**src/rtl/reg_dump_reader.sv**
```systemverilog
// reg_dump_reader
//   Walks a register file from a latched first address to a latched last
//   address (wrapping modulo 2**n) through a combinational read port and
//   presents each register as an (address, data) word on a valid/ready
//   output. It pulses done once the last word has been accepted. abort
//   cancels a dump at any point. Each word costs at least two cycles: one
//   to read and one to hold.
//
// Ports
//   clk         single clock, all state changes on its rising edge
//   rst_n       asynchronous active-low reset
//   start       dump request, only looked at while idle
//   abort       cancels a dump in progress; wins over start and out_ready
//   first_addr  first register to read, latched on an accepted start
//   last_addr   last register to read, latched on an accepted start
//   rd_addr     read address for the register-file read port
//   rd_data     combinational read data for rd_addr
//   out_valid   out_addr/out_data carry a word
//   out_ready   downstream takes the word while out_valid is high
//   out_addr    register index of the presented word
//   out_data    captured register contents
//   busy        high whenever the block is not idle
//   done        single-cycle pulse after the last word is accepted

module reg_dump_reader #(
    parameter int n = 5,
    parameter int m = 32
) (
    input  logic         clk,
    input  logic         rst_n,
    input  logic         start,
    input  logic         abort,
    input  logic [n-1:0] first_addr,
    input  logic [n-1:0] last_addr,
    output logic [n-1:0] rd_addr,
    input  logic [m-1:0] rd_data,
    output logic         out_valid,
    input  logic         out_ready,
    output logic [n-1:0] out_addr,
    output logic [m-1:0] out_data,
    output logic         busy,
    output logic         done
);

    typedef enum logic [1:0] {
        ST_IDLE = 2'd0,
        ST_READ = 2'd1,
        ST_HOLD = 2'd2,
        ST_DONE = 2'd3
    } state_t;

    localparam logic [n-1:0] ONE_C = {{(n-1){1'b0}}, 1'b1};

    state_t         state_r;
    state_t         state_s;
    logic [n-1:0]   cnt_r;
    logic [n-1:0]   cnt_s;
    logic [n-1:0]   first_r;
    logic [n-1:0]   first_s;
    logic [n-1:0]   last_r;
    logic [n-1:0]   last_s;
    logic           out_valid_r;
    logic           out_valid_s;
    logic [n-1:0]   out_addr_r;
    logic [n-1:0]   out_addr_s;
    logic [m-1:0]   out_data_r;
    logic [m-1:0]   out_data_s;
    logic           busy_r;
    logic           busy_s;
    logic           done_r;
    logic           done_s;

    // FSM state register
    always_ff @(posedge clk or negedge rst_n) begin
        if (!rst_n) begin
            state_r <= ST_IDLE;
        end else begin
            state_r <= state_s;
        end
    end

    // FSM next-state logic; abort always wins over start and out_ready
    always_comb begin
        state_s = state_r;
        case (state_r)
            ST_IDLE: begin
                if (start && !abort) begin
                    state_s = ST_READ;
                end else begin
                    state_s = ST_IDLE;
                end
            end
            ST_READ: begin
                if (abort) begin
                    state_s = ST_IDLE;
                end else begin
                    state_s = ST_HOLD;
                end
            end
            ST_HOLD: begin
                if (abort) begin
                    state_s = ST_IDLE;
                end else if (out_ready && (cnt_r != last_r)) begin
                    state_s = ST_READ;
                end else if (out_ready) begin
                    state_s = ST_DONE;
                end else begin
                    state_s = ST_HOLD;
                end
            end
            ST_DONE: begin
                if (abort) begin
                    state_s = ST_IDLE;
                end else begin
                    state_s = ST_IDLE;
                end
            end
            default: begin
                state_s = ST_IDLE;
            end
        endcase
    end

    // FSM outputs: next values of the counter, latched range and output word.
    // Every return to idle reloads the counter from the latched first address
    // so rd_addr shows that address while idle.
    always_comb begin
        cnt_s       = cnt_r;
        first_s     = first_r;
        last_s      = last_r;
        out_valid_s = out_valid_r;
        out_addr_s  = out_addr_r;
        out_data_s  = out_data_r;
        case (state_r)
            ST_IDLE: begin
                out_valid_s = 1'b0;
                if (start && !abort) begin
                    first_s = first_addr;
                    last_s  = last_addr;
                    cnt_s   = first_addr;
                end else begin
                    cnt_s   = first_r;
                end
            end
            ST_READ: begin
                if (abort) begin
                    cnt_s       = first_r;
                    out_valid_s = 1'b0;
                end else begin
                    out_valid_s = 1'b1;
                    out_addr_s  = cnt_r;
                    out_data_s  = rd_data;
                end
            end
            ST_HOLD: begin
                if (abort) begin
                    cnt_s       = first_r;
                    out_valid_s = 1'b0;
                end else if (out_ready) begin
                    out_valid_s = 1'b0;
                    if (cnt_r != last_r) begin
                        // natural n-bit overflow gives the wrap to 0
                        cnt_s = cnt_r + ONE_C;
                    end else begin
                        cnt_s = cnt_r;
                    end
                end else begin
                    out_valid_s = 1'b1;
                end
            end
            ST_DONE: begin
                cnt_s       = first_r;
                out_valid_s = 1'b0;
            end
            default: begin
                cnt_s       = first_r;
                out_valid_s = 1'b0;
            end
        endcase
        busy_s = (state_s != ST_IDLE);
        done_s = (state_s == ST_DONE);
    end

    // Datapath and output registers
    always_ff @(posedge clk or negedge rst_n) begin
        if (!rst_n) begin
            cnt_r       <= {n{1'b0}};
            first_r     <= {n{1'b0}};
            last_r      <= {n{1'b0}};
            out_valid_r <= 1'b0;
            out_addr_r  <= {n{1'b0}};
            out_data_r  <= {m{1'b0}};
            busy_r      <= 1'b0;
            done_r      <= 1'b0;
        end else begin
            cnt_r       <= cnt_s;
            first_r     <= first_s;
            last_r      <= last_s;
            out_valid_r <= out_valid_s;
            out_addr_r  <= out_addr_s;
            out_data_r  <= out_data_s;
            busy_r      <= busy_s;
            done_r      <= done_s;
        end
    end

    assign rd_addr   = cnt_r;
    assign out_valid = out_valid_r;
    assign out_addr  = out_addr_r;
    assign out_data  = out_data_r;
    assign busy      = busy_r;
    assign done      = done_r;

endmodule

```
**config.mk**
```make
export PLATFORM = sky130hd
export DESIGN_NAME = reg_dump_reader
export DESIGN_NICKNAME = d
export VERILOG_FILES = /design/src/rtl/reg_dump_reader.sv
export SDC_FILE = /design/constraint.sdc
export NUM_CORES = 1
export LEC_CHECK = 0
export ABC_AREA = 1
export ABC_CLOCK_PERIOD_IN_PS = 1300
export BUFFER_PORTS_ARGS = -buffer_cell sky130_fd_sc_hd__buf_2
export CORE_MARGIN = 2
export CORE_UTILIZATION = 27
export CTS_BUF_LIST = sky130_fd_sc_hd__clkbuf_4
export DETAILED_ROUTE_END_ITERATION = 10
export SYNTH_ARGS = -nofsm -noshare
export SYNTH_HDL_FRONTEND = slang
export SYNTH_SLANG_ARGS = --single-unit
```
**constraint.sdc**
```tcl
create_clock -name clk -period 1.3 [get_ports clk]
set_input_delay 0.13 -clock clk [delete_from_list [all_inputs] [get_ports clk]]
set_output_delay 0.13 -clock clk [all_outputs]
set_load 0.01 [all_outputs]
```
==> results.yml, run 1 <==
clock_tree:
  cts_buffer_depth: 2
  clk_pin_slew_worst_paths_ps: 100
  clk_root_buffer_cell: "clkbuf_4"
  cts-htree-levels: 3
  clk_latency_ps: 400
  cts_buffers: 9
  cts.sinks: 57
  tritoncts: "yes"
setup_path:
  cp-end-kind: "register"
  cp_num_buf_inv: 3
  required_ps: 1600
  worstSetupPathType: "register to register"
  critPathMaxStageDelay_ps: 420
  crit_slowest_cell: "dfrtp_1"
  worstPathArrival_ps: 1630
  start_kind: "register"
  worstPathCellList: "inv_2 > buf_6 > nor3_4 > buf_6 > a21oi_4 > nand2_4 > nand2_1 > nand2_1"
  path_max_fanout: 6
  critPathTopFamily: "flip-flops"
synth:
  synthFlopType: "dfrtp_1"
  synth_area_leaders: "dfrtp_1 (56%), nand2_1 (23%), inv_1 (3.4%)"
  synthArstFlopShare_pct: 100.0
  synth_area_um2: 2546
  synth_cell_types: 22
  yosysWarnings: 0
  synth_top_area_share_pct: 56.02
  syn_area_per_cell_um2: 8.294
  syn_inst: 307
  ys_ff_latch: 57
  synth.most_common_cell: "nand2_1"
  syn-num-nets: 355
  synth_edf_count: 0
  synth.largest_area_cell: "dfrtp_1"
  seq_area_frac_synth_pct: 56.02
  ys_top_cells_by_count: "nand2_1 (154), dfrtp_1 (57), inv_1 (23)"
sta:
  slew_headroom_pct: 79.07
  timing.final.ws_setup_ps: -29.91
  timing.fmax_ghz: 0.7519
  slew_viol_final: 0
  finalSetupViolCount: 5
  setup_tns_ps: -109.6
  max_slew.worst_pin.slew_ps: 314.0
  hold_viol_final: 0
  period_minus_slack_ps: 1330
  fin_hold_ws_ps: 40.33
  rsz0062_at_grt: "true"
  fin_crit_sh_pct: 102.3
  finalClockSkew_ps: 11.04
routing:
  postRouteAntennaNets: 0
  via_per_inst: 4.329
  vias: 2524
  drt-pass1-iter-count: 4
  drt_iter0_drc: 53
  routedWlPerCell_um: 12.37
  wirelength_um: 7212
  drc: 0
placed_design:
  dp_cells: 524
  io_buffers: 91
  place_congestion: 0.8662
  hpwlAfterDp_um: 4707
final_layout:
  antenna_cells: 0
  fillers: 922
  final_layout_size_suffix_gt1_share_pct: 36.65
  nets: 515
  synthToLayoutAreaGrowth_pct: 59.26
  fin_cells: 583
  final_util_pct: 44.10
floorplan:
  ioPinCount: 92
  die-area_um2: 10220
  die_x_um: 101.1
  core_area_um2: 9196
  die_y_um: 101.1
  start_util_pct: 27.69
  rows: 35
power_and_ir_drop:
  cellPowerDensity_nw_per_um2: 1662
  vdd.ir_drop.worst_v: 0.0006165
  power_leakage_nw: 2.236
outcome:
  violations: "setup timing"
  outcome: "finished, violations left"
job:
  maxCapViolCount: 0
global_routing:
  grt_pass1_wl_um: 11470
  grt_pass1_vias: 2493
  antenna_found_initial: 0
  grt_remaining_overflow: 0
  grt_usage_pct: 14.56
  grt_max_degree: 58
hold_path:
  hold_class: "input pin to register"
[repair_timing]
item	in CTS	in global routing
hold buffers	39	0
setup buffers	3	0
endpoints found under the setup margin	44	51
gates resized for setup	19	21
gates cloned	2	0
hold endpoints to repair	96	0
pin swaps	1	4
[registers in the layout, summed over array words and instances, names as in the netlist]
signal / cells
out_data: 32
first_r: 5
last_r: 5
out_addr: 5
rd_addr: 5
state_r: 2
busy: 1
done: 1
out_valid: 1
[final timing paths]
kind / start / endpoint / slack [ps] / cells past startpoint
max in group asynchronous: rst_n / rd_addr[1] / 760 / 3
hold reg to reg: out_data[30] / out_data[30] / 470 / 2
setup / recovery: state_r[0] / rd_addr[1] / -30 / 8
hold / removal: first_addr[1] / first_r[1] / 40 / 3
setup reg to reg: state_r[0] / rd_addr[1] / -30 / 8
min in group asynchronous: rst_n / out_data[7] / 250 / 3
[layout make-up]
type                            instances  area (um^2)  area share [%]
Clock buffer                            9        67.56           1.666
Timing Repair Buffer                  158         1146           28.26
Multi-Input combinational cell        215         1044           25.73
Tap cell                              111        138.9           3.425
Inverter                               26        97.59           2.407
Sequential cell                        57         1429           35.24
Clock inverter                          7        132.6           3.271
[metal layers]
metal	vias to the layer above	wire [um]	global-route usage (%)
met5	-	0	0
met4	0	125	6.029
met3	15	309	3.121
met2	70	3542	25.01
met1	1160	3234	17.71
li1	1279	-	-
[tightest hold or removal path, delay by kind of cell]
family / cells / cell delay (ps)
AOI/OAI and AO/OA: 2 / 190
buffers and inverters: 1 / 80
[kinds of logic after synthesis]
logic type                 after synthesis  share of synthesized area [%]
AOI/OAI and AO/OA                       23                          5.995
xor gates and xnor gates                 2                         0.6881
adders and majority gates                1                         0.4913
buffers and inverters                   36                          5.995
DFF                                     57                          56.02
muxes                                    2                         0.8845
and+or+nand+nor                        186                          29.93
[through the flow]
stage               total power, mW  cell area (um^2)  setup slack (ps)
finish                        6.740              4055            -29.91
global route                  7.209              4055            -135.0
CTS                           6.708              3989            -64.25
detailed placement            4.677              3298            -122.2
global placement              4.629              3298            -90.03
floorplan                     3.687              2546             8.775
[cells in the final DEF, fill, tap and decap left out, drive strengths merged, types with 2 or more instances in the layout]
master	instances
mux2	2
o21ai	10
inv	26
nand3	17
dlygate4sd3	39
buf	119
bufinv	4
xor2	2
clkbuf	9
a21oi	11
dfrtp	57
nand2	157
nor2	8
clkinv	3
nand4	3
o211ai	2
[where the power goes]
part	internal, mW	leakage, nW	switching (mW)	total [mW]
Clock	1.15	0.105	0.682	1.83
Sequential	2.29	0.706	0.341	2.63
Combinational	1.05	1.43	1.22	2.27
Total	4.50	2.24	2.24	6.74
No activity file was read; power rests on OpenSTA's default activity.
==> run 2: changes to the inputs <==
- ABC_CLOCK_PERIOD_IN_PS: 1300 -> 1500
- clock period: 1.3 -> 1.5 ns (I/O delays scaled with it)
==> run 2 against run 1 <==
The run now ends clean. Clock-buffer cell count grew 3. Register-to-register slack gained 130 ps. Routed wire length shrank 6.5%. Hold slack lost 21 ps. Die area is the same. Cell count shrank 3.1%. Clock skew shrank 1.4 ps. Core utilization shrank 3.9 points. Global-route usage shrank 1.1 points. Non-clock buffer count shrank 17. First-iteration DRC count grew 36%. Via count shrank 3.2%.
==> results.yml, run 2 (synthesis gave the netlist of run 1 again) <==
outcome:
  outcome: "completed"
setup_path:
  worstPathCellList: "nand2_4 > inv_2 > nand2_2 > inv_1 > a21oi_4 > nand2_4 > nand2_1 > nand2_1"
  path_max_fanout: 9
  crit_slowest_cell: "dfrtp_1"
  worstSetupPathType: "register to register"
  worstPathArrival_ps: 1670
  cp_num_buf_inv: 2
  crit-reg2reg-launch: "state_r[1]"
  critPathMaxStageDelay_ps: 460
  rr_worst_depth: 8
  cp-end-kind: "register"
  reg2reg_slack_ps: 100
  critPathTopFamily: "flip-flops"
  required_ps: 1770
  start_kind: "register"
  rr_endpoint: "rd_addr[3]"
hold_path:
  hold_class: "input pin to register"
  hold_depth: 3
  hold_end: "last_r[2]"
  min-delay-start: "last_addr[2]"
routing:
  wirelength_um: 6740
  routedWlPerCell_um: 11.93
  postRouteAntennaNets: 0
  drc: 0
  drt_iter0_drc: 72
  drt-pass1-iter-count: 4
  vias: 2442
  via_per_inst: 4.322
placed_design:
  dp_slack_ps: -23.35
  place_congestion: 0.8743
  dpl_cell_area_um2: 3166
  dp_cells: 508
  hpwlAfterDp_um: 4602
  io_buffers: 91
final_layout:
  final_cell_area_um2: 3694
  final_cell_mix: "nand2_1 (154), buf_2 (91), dfrtp_1 (53)"
  final_common_cell: "nand2_1"
  nets: 497
  antenna_cells: 0
  fin_cells: 565
  multiInputGateArea_um2: 977.2
  synthToLayoutAreaGrowth_pct: 45.06
  seq_area_um2: 1431
  largest_reg_flops: 32
  final_layout_size_suffix_gt1_share_pct: 31.06
  fillers: 939
sta:
  finalClockSkew_ps: 9.656
  finalSetupViolCount: 0
  slew_viol_final: 0
  timing.fmax_ghz: 0.7156
  setup_tns_ps: 0
  slew_headroom_pct: 70.34
  rsz0062_at_grt: "false"
  hold_viol_final: 0
  period_minus_slack_ps: 1397
  max_slew.worst_pin.slew_ps: 445.0
  timing.final.ws_setup_ps: 102.6
  fin_crit_sh_pct: 93.16
floorplan:
  die-area_um2: 10220
  core_area_um2: 9196
  die_y_um: 101.1
  start_util_pct: 27.69
  rows: 35
  ioPinCount: 92
  die_x_um: 101.1
clock_tree:
  cts-htree-levels: 3
  cts.sinks: 57
  clk_pin_slew_worst_paths_ps: 100
  clk_latency_ps: 380
  cts_buffer_depth: 2
  cts_buffers: 9
  clk_root_buffer_cell: "clkbuf_4"
  tritoncts: "yes"
power_and_ir_drop:
  cellPowerDensity_nw_per_um2: 1341
  power_leakage_nw: 2.083
  vdd.ir_drop.worst_v: 0.0004567
global_routing:
  met2_usage_pct: 23.18
  grt_pass1_vias: 2350
  grt_usage_pct: 13.47
  grt_remaining_overflow: 0
  grt_use_met3_pct: 3.814
  grt_pass1_wl_um: 10630
  grt_util_met1_pct: 15.97
  busiest_layer: "met2"
  grt_max_degree: 58
  antenna_found_initial: 0
job:
  maxCapViolCount: 0
-- run 2: cell count changes in the layout (fill, tap and decap cells not counted), sizes merged --
cell	delta
dlygate4sd3	-2
clkinv	+1
buf	-15
clkbuf	+3
bufinv	-4
a21oi	-1
-- run 2: worst max-delay path by stage --
stage	from	to	cells past startpoint	slack, ps
after floorplan	rd_addr[0]	rd_addr[1]	7	210
after global placement	state_r[0]	out_addr[3]	5	30
after detailed placement	state_r[0]	out_addr[2]	5	-20
after CTS	state_r[0]	rd_addr[3]	9	50
after global routing	state_r[1]	rd_addr[3]	8	10
final	state_r[1]	rd_addr[3]	8	100
-- run 2: per-stage QoR --
| step | hold slack (ps) | utilization [%] | power [mW] |
|---|---|---|---|
| 6_report | 19.71 | 40.16 | 4.952 |
| 5_1_grt | 6.061 | 40.16 | 5.382 |
| 4_1_cts | 9.280 | 39.56 | 4.953 |
| 3_5_place_dp | 174.4 | 34.42 | 3.930 |
| 3_3_place_gp | 179.1 | 34.42 | 3.887 |
| 2_1_floorplan | -145.6 | - | 3.195 |
-- run 2: per-layer routing --
metal	part of all wire, %	wire length, um
met3	5.7	386
met2	48	3238
met4	1.9	128
met1	44	2986
met5	0	0
-- run 2: layout make-up --
class | instances | share of cell area [%]
inverter | 26 | 2.710
multi-input combinational | 214 | 26.46
sequential | 57 | 38.75
timing repair buffer | 141 | 25.34
clock buffer | 12 | 2.439
tap | 111 | 3.760
clock inverter | 4 | 0.5420
-- run 2: tightest hold or removal path: stages --
cell	delay, ps
buf_2	80
nor2_1	40
a21oi_1	100
-- run 2: repair_timing --
| item | in CTS | in global routing |
|---|---|---|
| endpoints found under the setup margin | 8 | 6 |
| pin swaps | 0 | 2 |
| hold buffers | 36 | 1 |
| endpoints found under the hold margin | 92 | 1 |
| setup buffers | 0 | 4 |
| gates resized for setup | 1 | 7 |
-- run 2: power by group --
| group | total, mW | internal, mW | switching [mW] |
|---|---|---|---|
| clock | 0.927 | 0.387 | 0.540 |
| combinational | 1.74 | 0.763 | 0.977 |
| sequential | 2.29 | 1.99 | 0.296 |
